[src/rtl/button_conditioner_if.sv]
// Button bundle between the board pins and the maze logic.
// master drives the raw buttons; slave (the conditioner) returns the
// debounced levels and the one-cycle press/release pulses.
interface button_conditioner_if #(
  parameter int NUM_BTN = 5
);
  logic [NUM_BTN-1:0] btn_raw;
  logic [NUM_BTN-1:0] btn_level;
  logic [NUM_BTN-1:0] btn_press;
  logic [NUM_BTN-1:0] btn_release;

  modport master (
    output btn_raw,
    input  btn_level,
    input  btn_press,
    input  btn_release
  );

  modport slave (
    input  btn_raw,
    output btn_level,
    output btn_press,
    output btn_release
  );
endinterface

[src/rtl/button_conditioner.sv]
// Push-button conditioner for the maze game.
// Each button: two-flop synchroniser, counter debouncer, registered
// press/release pulses, and an optional hold-to-repeat FSM that keeps
// emitting press pulses while a direction is held.
//
// Repeat FSM states (one instance per button):
//   state      | meaning
//   REP_IDLE   | button released, or repeat disabled for this bit
//   REP_DELAY  | held; waiting REPEAT_DELAY cycles for the first repeat
//   REP_REPEAT | held; emitting a press every REPEAT_PERIOD cycles
module button_conditioner #(
  parameter int                 NUM_BTN         = 5,
  parameter int                 DEBOUNCE_CYCLES = 1_000_000,
  parameter int                 REPEAT_DELAY    = 50_000_000,
  parameter int                 REPEAT_PERIOD   = 15_000_000,
  parameter logic [NUM_BTN-1:0] REPEAT_MASK     = 5'b01111
) (
  input logic                 clock,
  input logic                 reset_n,
  button_conditioner_if.slave buttons
);

  localparam int DB_W    = $clog2(DEBOUNCE_CYCLES + 1);
  localparam int REP_MAX = (REPEAT_DELAY > REPEAT_PERIOD) ? REPEAT_DELAY : REPEAT_PERIOD;
  localparam int REP_W   = $clog2(REP_MAX + 1);

  localparam logic [DB_W-1:0]  DB_LAST     = DB_W'(DEBOUNCE_CYCLES - 1);
  localparam logic [REP_W-1:0] DELAY_LAST  = REP_W'(REPEAT_DELAY - 1);
  localparam logic [REP_W-1:0] PERIOD_LAST = REP_W'(REPEAT_PERIOD - 1);

  typedef enum logic [1:0] {
    REP_IDLE   = 2'd0,
    REP_DELAY  = 2'd1,
    REP_REPEAT = 2'd2
  } rep_state_t;

  logic [NUM_BTN-1:0] sync1;
  logic [NUM_BTN-1:0] sync2;

  // Two-flop synchroniser for the asynchronous pins; only sync2 is used.
  always_ff @(posedge clock) begin
    if (!reset_n) begin
      sync1 <= '0;
      sync2 <= '0;
    end else begin
      sync1 <= buttons.btn_raw;
      sync2 <= sync1;
    end
  end

  for (genvar i = 0; i < NUM_BTN; i++) begin : g_btn
    logic [DB_W-1:0]  db_cnt;
    logic             level_q;
    logic             press_q;
    logic             release_q;
    logic             db_done;
    logic             rise;
    logic             fall;
    rep_state_t       state;
    rep_state_t       state_nxt;
    logic [REP_W-1:0] rep_cnt;
    logic [REP_W-1:0] rep_cnt_nxt;
    logic             rep_fire;

    // The debounced level is about to flip on this edge.
    assign db_done = (sync2[i] != level_q) && (db_cnt == DB_LAST);
    assign rise    = db_done && !level_q;
    assign fall    = db_done && level_q;

    // Debouncer: any sample matching the current level restarts the count.
    always_ff @(posedge clock) begin
      if (!reset_n) begin
        db_cnt  <= '0;
        level_q <= 1'b0;
      end else if (sync2[i] == level_q) begin
        db_cnt <= '0;
      end else if (db_cnt == DB_LAST) begin
        level_q <= ~level_q;
        db_cnt  <= '0;
      end else begin
        db_cnt <= db_cnt + 1'b1;
      end
    end

    // Repeat FSM state and interval counter.
    always_ff @(posedge clock) begin
      if (!reset_n) begin
        state   <= REP_IDLE;
        rep_cnt <= '0;
      end else begin
        state   <= state_nxt;
        rep_cnt <= rep_cnt_nxt;
      end
    end

    // Repeat FSM next state; a release always wins over a pending repeat
    // so no press can be reported on the release edge.
    always_comb begin
      state_nxt   = state;
      rep_cnt_nxt = rep_cnt;
      rep_fire    = 1'b0;
      case (state)
        REP_IDLE: begin
          rep_cnt_nxt = '0;
          if (rise && REPEAT_MASK[i]) begin
            state_nxt = REP_DELAY;
          end
        end
        REP_DELAY: begin
          if (fall) begin
            state_nxt   = REP_IDLE;
            rep_cnt_nxt = '0;
          end else if (rep_cnt == DELAY_LAST) begin
            rep_fire    = 1'b1;
            rep_cnt_nxt = '0;
            state_nxt   = REP_REPEAT;
          end else begin
            rep_cnt_nxt = rep_cnt + 1'b1;
          end
        end
        REP_REPEAT: begin
          if (fall) begin
            state_nxt   = REP_IDLE;
            rep_cnt_nxt = '0;
          end else if (rep_cnt == PERIOD_LAST) begin
            rep_fire    = 1'b1;
            rep_cnt_nxt = '0;
          end else begin
            rep_cnt_nxt = rep_cnt + 1'b1;
          end
        end
        default: begin
          state_nxt   = REP_IDLE;
          rep_cnt_nxt = '0;
        end
      endcase
    end

    // Registered pulses, aligned with the edge on which the level flips.
    always_ff @(posedge clock) begin
      if (!reset_n) begin
        press_q   <= 1'b0;
        release_q <= 1'b0;
      end else begin
        press_q   <= rise | rep_fire;
        release_q <= fall;
      end
    end

    assign buttons.btn_level[i]   = level_q;
    assign buttons.btn_press[i]   = press_q;
    assign buttons.btn_release[i] = release_q;
  end

endmodule

[src/flat_wrapper.sv]
// flat-port wrapper written by rule: the top's interface ports become plain ports
module button_conditioner_flat 
#(
  parameter int                 NUM_BTN         = 5,
  parameter int                 DEBOUNCE_CYCLES = 1_000_000,
  parameter int                 REPEAT_DELAY    = 50_000_000,
  parameter int                 REPEAT_PERIOD   = 15_000_000,
  parameter logic [NUM_BTN-1:0] REPEAT_MASK     = 5'b01111
)
  (clock, reset_n, buttons_btn_raw, buttons_btn_level, buttons_btn_press, buttons_btn_release);
  button_conditioner_if #(.NUM_BTN(NUM_BTN)) buttons_i ();
  input logic clock;
  input logic reset_n;
  input wire logic [$bits(buttons_i.btn_raw)-1:0] buttons_btn_raw;
  output wire logic [$bits(buttons_i.btn_level)-1:0] buttons_btn_level;
  output wire logic [$bits(buttons_i.btn_press)-1:0] buttons_btn_press;
  output wire logic [$bits(buttons_i.btn_release)-1:0] buttons_btn_release;
  assign buttons_i.btn_raw = buttons_btn_raw;
  assign buttons_btn_level = buttons_i.btn_level;
  assign buttons_btn_press = buttons_i.btn_press;
  assign buttons_btn_release = buttons_i.btn_release;
  button_conditioner #(.NUM_BTN(NUM_BTN), .DEBOUNCE_CYCLES(DEBOUNCE_CYCLES), .REPEAT_DELAY(REPEAT_DELAY), .REPEAT_PERIOD(REPEAT_PERIOD), .REPEAT_MASK(REPEAT_MASK)) u_core (.clock(clock), .reset_n(reset_n), .buttons(buttons_i));
endmodule
[config.mk]
export PLATFORM = sky130hd
export DESIGN_NAME = button_conditioner_flat
export DESIGN_NICKNAME = d
export VERILOG_FILES = /design/src/rtl/button_conditioner_if.sv /design/src/rtl/button_conditioner.sv /design/src/flat_wrapper.sv
export SDC_FILE = /design/constraint.sdc
export NUM_CORES = 1
export LEC_CHECK = 0
export ABC_CLOCK_PERIOD_IN_PS = 5200
export CAP_MARGIN = 20
export CORE_UTILIZATION = 40
export CTS_BUF_LIST = sky130_fd_sc_hd__clkbuf_4 sky130_fd_sc_hd__clkbuf_8
export DETAILED_ROUTE_END_ITERATION = 8
export HOLD_SLACK_MARGIN = 0.15
export PLACE_DENSITY = 0.67
export SETUP_SLACK_MARGIN = 0.4
export SKIP_LAST_GASP = 1
export SLEW_MARGIN = 10
export SYNTH_ARGS = -nofsm -noshare
export SYNTH_HDL_FRONTEND = slang
export SYNTH_SLANG_ARGS = --single-unit
[constraint.sdc]
create_clock -name clock -period 5.2 [get_ports clock]
set_input_delay 0.52 -clock clock [delete_from_list [all_inputs] [get_ports clock]]
set_output_delay 0.52 -clock clock [all_outputs]
set_load 0.05 [all_outputs]
After elaboration in Yosys (flattened, before gate mapping)
Index checks and enable logic that the tools add are counted.
Widths: inputs -> output; s select.
{ "word_totals": {"reg_bits": 265, "wordCells": 222} }
{ "classes": {"n_addsub": 10, "eq_ne": 49, "mux": 74, "bitwise": 17, "n_reduce_logical": 40} }
{ "op_table": {"columns": ["operator", "n"], "rows": [
  ["$mux 26", 20],
  ["$pmux 26 s2", 5],
  ["$add 26x1->26 const B", 5],
  ["$eq 26x24->1 const B", 5],
  ["$eq 26x26->1 const B", 5],
  ["$add 20x1->20 const B", 5],
  ["$eq 20x20->1 const B", 5],
  ["$mux 2", 19],
  ["$pmux 2 s3", 5],
  ["$mux 1", 20],
  ["$ne 2x1->1 const B", 9],
  ["$logic_and 1x1->1", 15],
  ["$ne 3x1->1 const B", 5],
  ["$reduce_and 3->1", 5],
  ["$reduce_or 3->1", 5],
  ["$not 1->1", 12],
  ["$eq 2x1->1 const B", 5],
  ["$eq 2x2->1 const B", 5],
  ["$logic_not 2->1", 5],
  ["$pmux 1 s2", 5],
  ["$reduce_and 2->1", 5],
  ["$eq 1x1->1", 5],
  ["$logic_not 1->1", 5],
  ["$ne 1x1->1", 5],
  ["$or 1x1->1", 5]
]} }

Depth between registers and ports, before layout
{ "depth": {"depth_word": 6, "depth_mapped": 10} }

Least setup slack after synthesis
No wires, ideal clock.
{ "synth_timing": {"kind": "register -> register", "startpoint": "register u_core.g_btn[1].rep_cnt[16]", "endpoint": "register u_core.g_btn[1].rep_cnt[19]", "setup_ns": 0.115, "arrival_ns": 2.151, "required_ns": 5.085, "setup_slack_ns": 2.935, "path_stages_with_launch": 7, "period_less_slack_ns": 2.265, "cell_sequence": "dfxtp_1 or4_1 or4b_4 o41ai_4 a21o_4 buf_6 nor2_1"} }
{ "synth_via": {"elab_chain_cells": 4, "elab_cells_between_ends": 8, "cone_classes": "1 x add/sub; 2 x eq/ne; 5 x mux"} }
{ "synth_rtl": {"columns": ["element", "line_no", "text"], "rows": [
  ["start: declaration", "button_conditioner.sv:61", "logic [REP_W-1:0] rep_cnt;"],
  ["start signal: assignment", "button_conditioner.sv:92", "rep_cnt <= rep_cnt_nxt;"],
  ["$add 26x1->26, or another cell as far along", "button_conditioner.sv:118, button_conditioner.sv:129", null],
  ["$mux 26 (on tied branches)", "button_conditioner.sv:125, button_conditioner.sv:113", null],
  ["$mux 26 (on tied branches)", "button_conditioner.sv:122, button_conditioner.sv:110", null],
  ["$pmux 26 s2 *", "button_conditioner.sv:102", "case (state)"]
]} }
Mark *: on every way between the ends. The rest lies on a longest branch, timed or not.
A chain may end at the register's enable or synchronous reset.

Worst setup path after layout
{ "layout_timing": {"startpoint": "register u_core.g_btn[0].db_cnt[14]", "endpoint": "register u_core.g_btn[0].rep_cnt[22]"} }
{ "layout_via": {"elab_chain_cells": 5, "elab_cells_between_ends": 6, "cone_classes": "1 x eq/ne; 3 x mux; 2 x reduce/logical"} }
{ "layout_rtl": {"columns": ["element", "line_no", "text"], "rows": [
  ["start: declaration", "button_conditioner.sv:52", "logic [DB_W-1:0] db_cnt;"],
  ["start signal: assignment", "button_conditioner.sv:81", "db_cnt <= db_cnt + 1'b1;"],
  ["$eq 20x20->1 *", "button_conditioner.sv:66", "assign db_done = (sync2[i] != level_q) && (db_cnt == DB_LAST);"],
  ["$logic_and 1x1->1 *", "button_conditioner.sv:66", null],
  ["$logic_and 1x1->1 *", "button_conditioner.sv:68", "assign fall = db_done && level_q;"],
  ["$mux 26 (on tied branches)", "button_conditioner.sv:122, button_conditioner.sv:110", null],
  ["$pmux 26 s2 *", "button_conditioner.sv:102", null],
  ["end signal: assignment", "button_conditioner.sv:92", null],
  ["end: declaration", "button_conditioner.sv:61", null]
]} }
Marks and branches as above.

==> results_dict.tcl <==
set metrics [dict create \
    crit_slowest_cell "sky130_fd_sc_hd__nand2b_1" \
    synthDominantAreaCellType "sky130_fd_sc_hd__dfxtp_1" \
    finClkSkew_ns 0.0271 \
    crit_path_max_fanout 25 \
    gr-total-overflow 0 \
    die_h_um 165 \
    area_share_of_the_largest_cell_type_after_synthesis_pct 44.4 \
    synth_warnings 0 \
    fp.dieArea_mm2 0.0274 \
    timing.fmax_ghz 0.355 \
    post-synth-top-count-cell "sky130_fd_sc_hd__nor2_1" \
    detailedRoute.firstIterationViolations 387 \
    count_of_flip_flops_with_a_built_in_enable_after_synthesis 0 \
    cts_num_sinks 237 \
    post_synth_most_frequent_cells "sky130_fd_sc_hd__nor2_1 (265), sky130_fd_sc_hd__dfxtp_1 (237), sky130_fd_sc_hd__xor2_1 (97)" \
    die_w_um 165 \
    critPathKind "register to register" \
    violations "DRC" \
    ys_ff_latch 237 \
    outcome "finished with violations" \
    leakage_nw 3.85 \
    ys_types 61 \
    numPlacedInstances 1560 \
    detail_route.wl_per_cell_um 11.8 \
    worst_setup_path_end_kind "register" \
    fin_crit_ns 2.82 \
    initial_core_util_pct 40.9 \
    number_of_clock_buffers_inserted_by_tritoncts 42 \
    cts_post_setup_buffers_inserted 0 \
    synth_nets 1273 \
    final_max_slew_viol_count 0 \
    vdd_ir_drop_max_v 0.000156 \
    cts.hold.buffers_added 0 \
    htreeDepth 2 \
    cp_cell_sequence "or4b_2 -> nor4_2 -> nand4b_1 -> nand3_1 -> nand2b_1 -> nor2_1" \
    synth.top_cells.by_area "sky130_fd_sc_hd__dfxtp_1 (44%), sky130_fd_sc_hd__nor2_1 (9.3%), sky130_fd_sc_hd__xor2_1 (8.0%), sky130_fd_sc_hd__xnor2_1 (7.3%), sky130_fd_sc_hd__nand3_1 (4.3%)" \
    worst-slew-pin-transition_ns 0.907 \
    antenna_diode_instance_count 0 \
    critPathRequiredTime_ns 5.58 \
    antenna_left 0 \
    fin_worst_hold_slack_ns 0.432 \
    grt_usage_pct 14.5 \
    sequential_cell_area_fraction_in_the_yosys_report_pct 44.4 \
    async_flop_share_pct 0 \
    dr_total_vias 8086 \
    worstHoldPathType "register to register" \
    timing.slew.headroom_pct 39.6 \
    layout.cell_area.non_filler_mm2 0.0120 \
    post_cts_resize_count 0 \
    place.detailed.hpwl_um 13100 \
    worstPathArrival_ns 3.20 \
    detail_route.first_pass.iterations 6 \
    post-route-period-util_pct 54.2 \
    cts.reportedPaths.clkPinSlew_ns 0.06 \
    crit_path_start_kind "register" \
    detailed_place.area_mm2 0.0111 \
    post_layout_nonfiller_instances 1635 \
    numPortBuffers 21 \
    synth.avg_cell_area_um2 8.58 \
    core-area_mm2 0.0261 \
    num_io_pins 22 \
    std_cell_rows 59 \
    drc 4 \
    synth-main-ff-cell "sky130_fd_sc_hd__dfxtp_1" \
    critical_path.max_stage_delay_ns 0.72 \
    fillers 2545 \
    grt_pass1_vias 7601 \
    nets 1297 \
    tritoncts "yes" \
    grt_setup_unrepaired "false" \
    route.final.wire_length_um 19300 \
    ratio_of_cells_with_drive_above_1_in_the_final_layout_pct 7.15 \
    maxCapViolations 0 \
    totalNegativeSetupSlack_ns 0 \
    power_density_mw_per_mm2 308 \
    route.detailed.vias_per_inst 4.95 \
    globalplace.congestion 0.806 \
    syn_inst 1245 \
    hold_viol 0 \
    finalSetupViolations 0 \
    grt_start_max_net_pins 37 \
    layout-area-overhead-vs-synth_pct 12.5 \
    wire_length_of_the_first_global_routing_pass_um 33200 \
    syn_area_mm2 0.0107 \
    clockRootBuffer "sky130_fd_sc_hd__clkbuf_8" \
    buffer_levels_on_the_longest_clock_path 3 \
    worst_skew_pair.late_latency_ns 0.54 \
    grt_antenna_before_repair 0 \
]
layout by cell type, fill, tap and decap left out, types with 4 or more instances in the layout:
cell type,netlist,final
sky130_fd_sc_hd__nor2_1,265,265
sky130_fd_sc_hd__dfxtp_1,237,237
sky130_fd_sc_hd__xor2_1,97,97
sky130_fd_sc_hd__nand3_1,92,92
sky130_fd_sc_hd__xnor2_1,89,89
sky130_fd_sc_hd__nand2_1,83,83
sky130_fd_sc_hd__clkbuf_8,0,54
sky130_fd_sc_hd__inv_1,44,44
sky130_fd_sc_hd__nand4_1,44,44
sky130_fd_sc_hd__and3_1,39,39
sky130_fd_sc_hd__nor3_1,36,36
sky130_fd_sc_hd__ha_1,21,21
sky130_fd_sc_hd__clkdlybuf4s50_1,0,21
sky130_fd_sc_hd__and2_1,17,17
sky130_fd_sc_hd__nor4_1,16,16
sky130_fd_sc_hd__a21oi_1,12,12
sky130_fd_sc_hd__clkbuf_4,0,9
sky130_fd_sc_hd__nor2b_1,8,8
sky130_fd_sc_hd__o21ai_0,8,8
sky130_fd_sc_hd__and4_1,8,8
sky130_fd_sc_hd__clkinv_2,0,8
sky130_fd_sc_hd__nand2b_1,7,7
sky130_fd_sc_hd__or4_1,6,6
sky130_fd_sc_hd__nor4b_1,6,6
sky130_fd_sc_hd__nor3b_1,5,5
sky130_fd_sc_hd__or4b_2,4,4
sky130_fd_sc_hd__a211o_1,4,4
sky130_fd_sc_hd__nand4b_1,4,4
sky130_fd_sc_hd__or2_2,4,4
flip-flops by register name, summed over array words and instances (netlist names):
register / count
u_core.g_btn.rep_cnt: 104
u_core.g_btn.db_cnt: 100
u_core.g_btn.state: 8
u_core.g_btn.level_q: 5
u_core.g_btn.press_q: 5
u_core.g_btn.release_q: 5
u_core.sync1: 5
u_core.sync2: 5
cell type report:
class	count	area, um2	area share (%)
multi-input cells	921	5530	46.0
clock buffers	63	811	6.75
repair buffers	23	225	1.88
flip-flops and latches	237	4740	39.5
clock inverters	12	119	0.990
inverters	44	165	1.38
well taps	335	419	3.49
worst paths after layout:
| kind | from | endpoint | slack, ns | depth (start not counted) |
|---|---|---|---|---|
| worst min register to register | u_core.sync1[0] | u_core.sync2[0] | 0.43 | 1 |
| worst max-delay path | u_core.g_btn[0].db_cnt[14] | u_core.g_btn[0].rep_cnt[22] | 2.38 | 6 |
| worst min-delay path | u_core.sync1[0] | u_core.sync2[0] | 0.43 | 1 |
| worst max register to register | u_core.g_btn[0].db_cnt[14] | u_core.g_btn[0].rep_cnt[22] | 2.38 | 6 |
worst max-delay path: cells and delay by family (launching register included):
kind | cells | cell delay (ns)
DFF | 1 | 0.39
and+or+nand+nor | 6 | 2.27
kinds of logic after synthesis:
group | synth area share [%]
AO/OA/AOI/OAI | 3.78
XOR/XNOR | 15.3
adder cells (fa/ha/maj) | 2.46
buffers and inverters | 3.81
flip-flops | 44.4
multiplexers | 0.0937
AND/OR/NAND/NOR | 30.2
power breakdown:
part           leakage [nW]  internal [mW]  total [mW]  switching [mW]
sequential             1.91           1.82        1.82         0.00352
combinational          1.44         0.0102      0.0259          0.0158
clock                 0.495           1.10        1.85           0.747
metal layers:
metal  up-vias  global-route usage [%]  part of all wire, %
li1       4227                       -                    -
met1      3702                    18.4                   49
met2       117                    23.8                   44
met3        40                    3.20                  4.0
met4         0                    5.54                  2.5
met5         -                       0                    0
metrics by stage:
| step | worst slack (ns) | power, mW | util (%) |
|---|---|---|---|
| final | 2.38 | 3.70 | 46.0 |
| after global routing | 2.10 | 3.86 | 46.0 |
| after CTS | 2.34 | 3.77 | 46.0 |
| after detailed placement | 2.34 | 1.89 | 42.4 |
| after global placement | 2.49 | 1.89 | 42.4 |
| after floorplan | 2.93 | 1.88 | - |
Note: power is estimated with default switching activity, not from simulation.
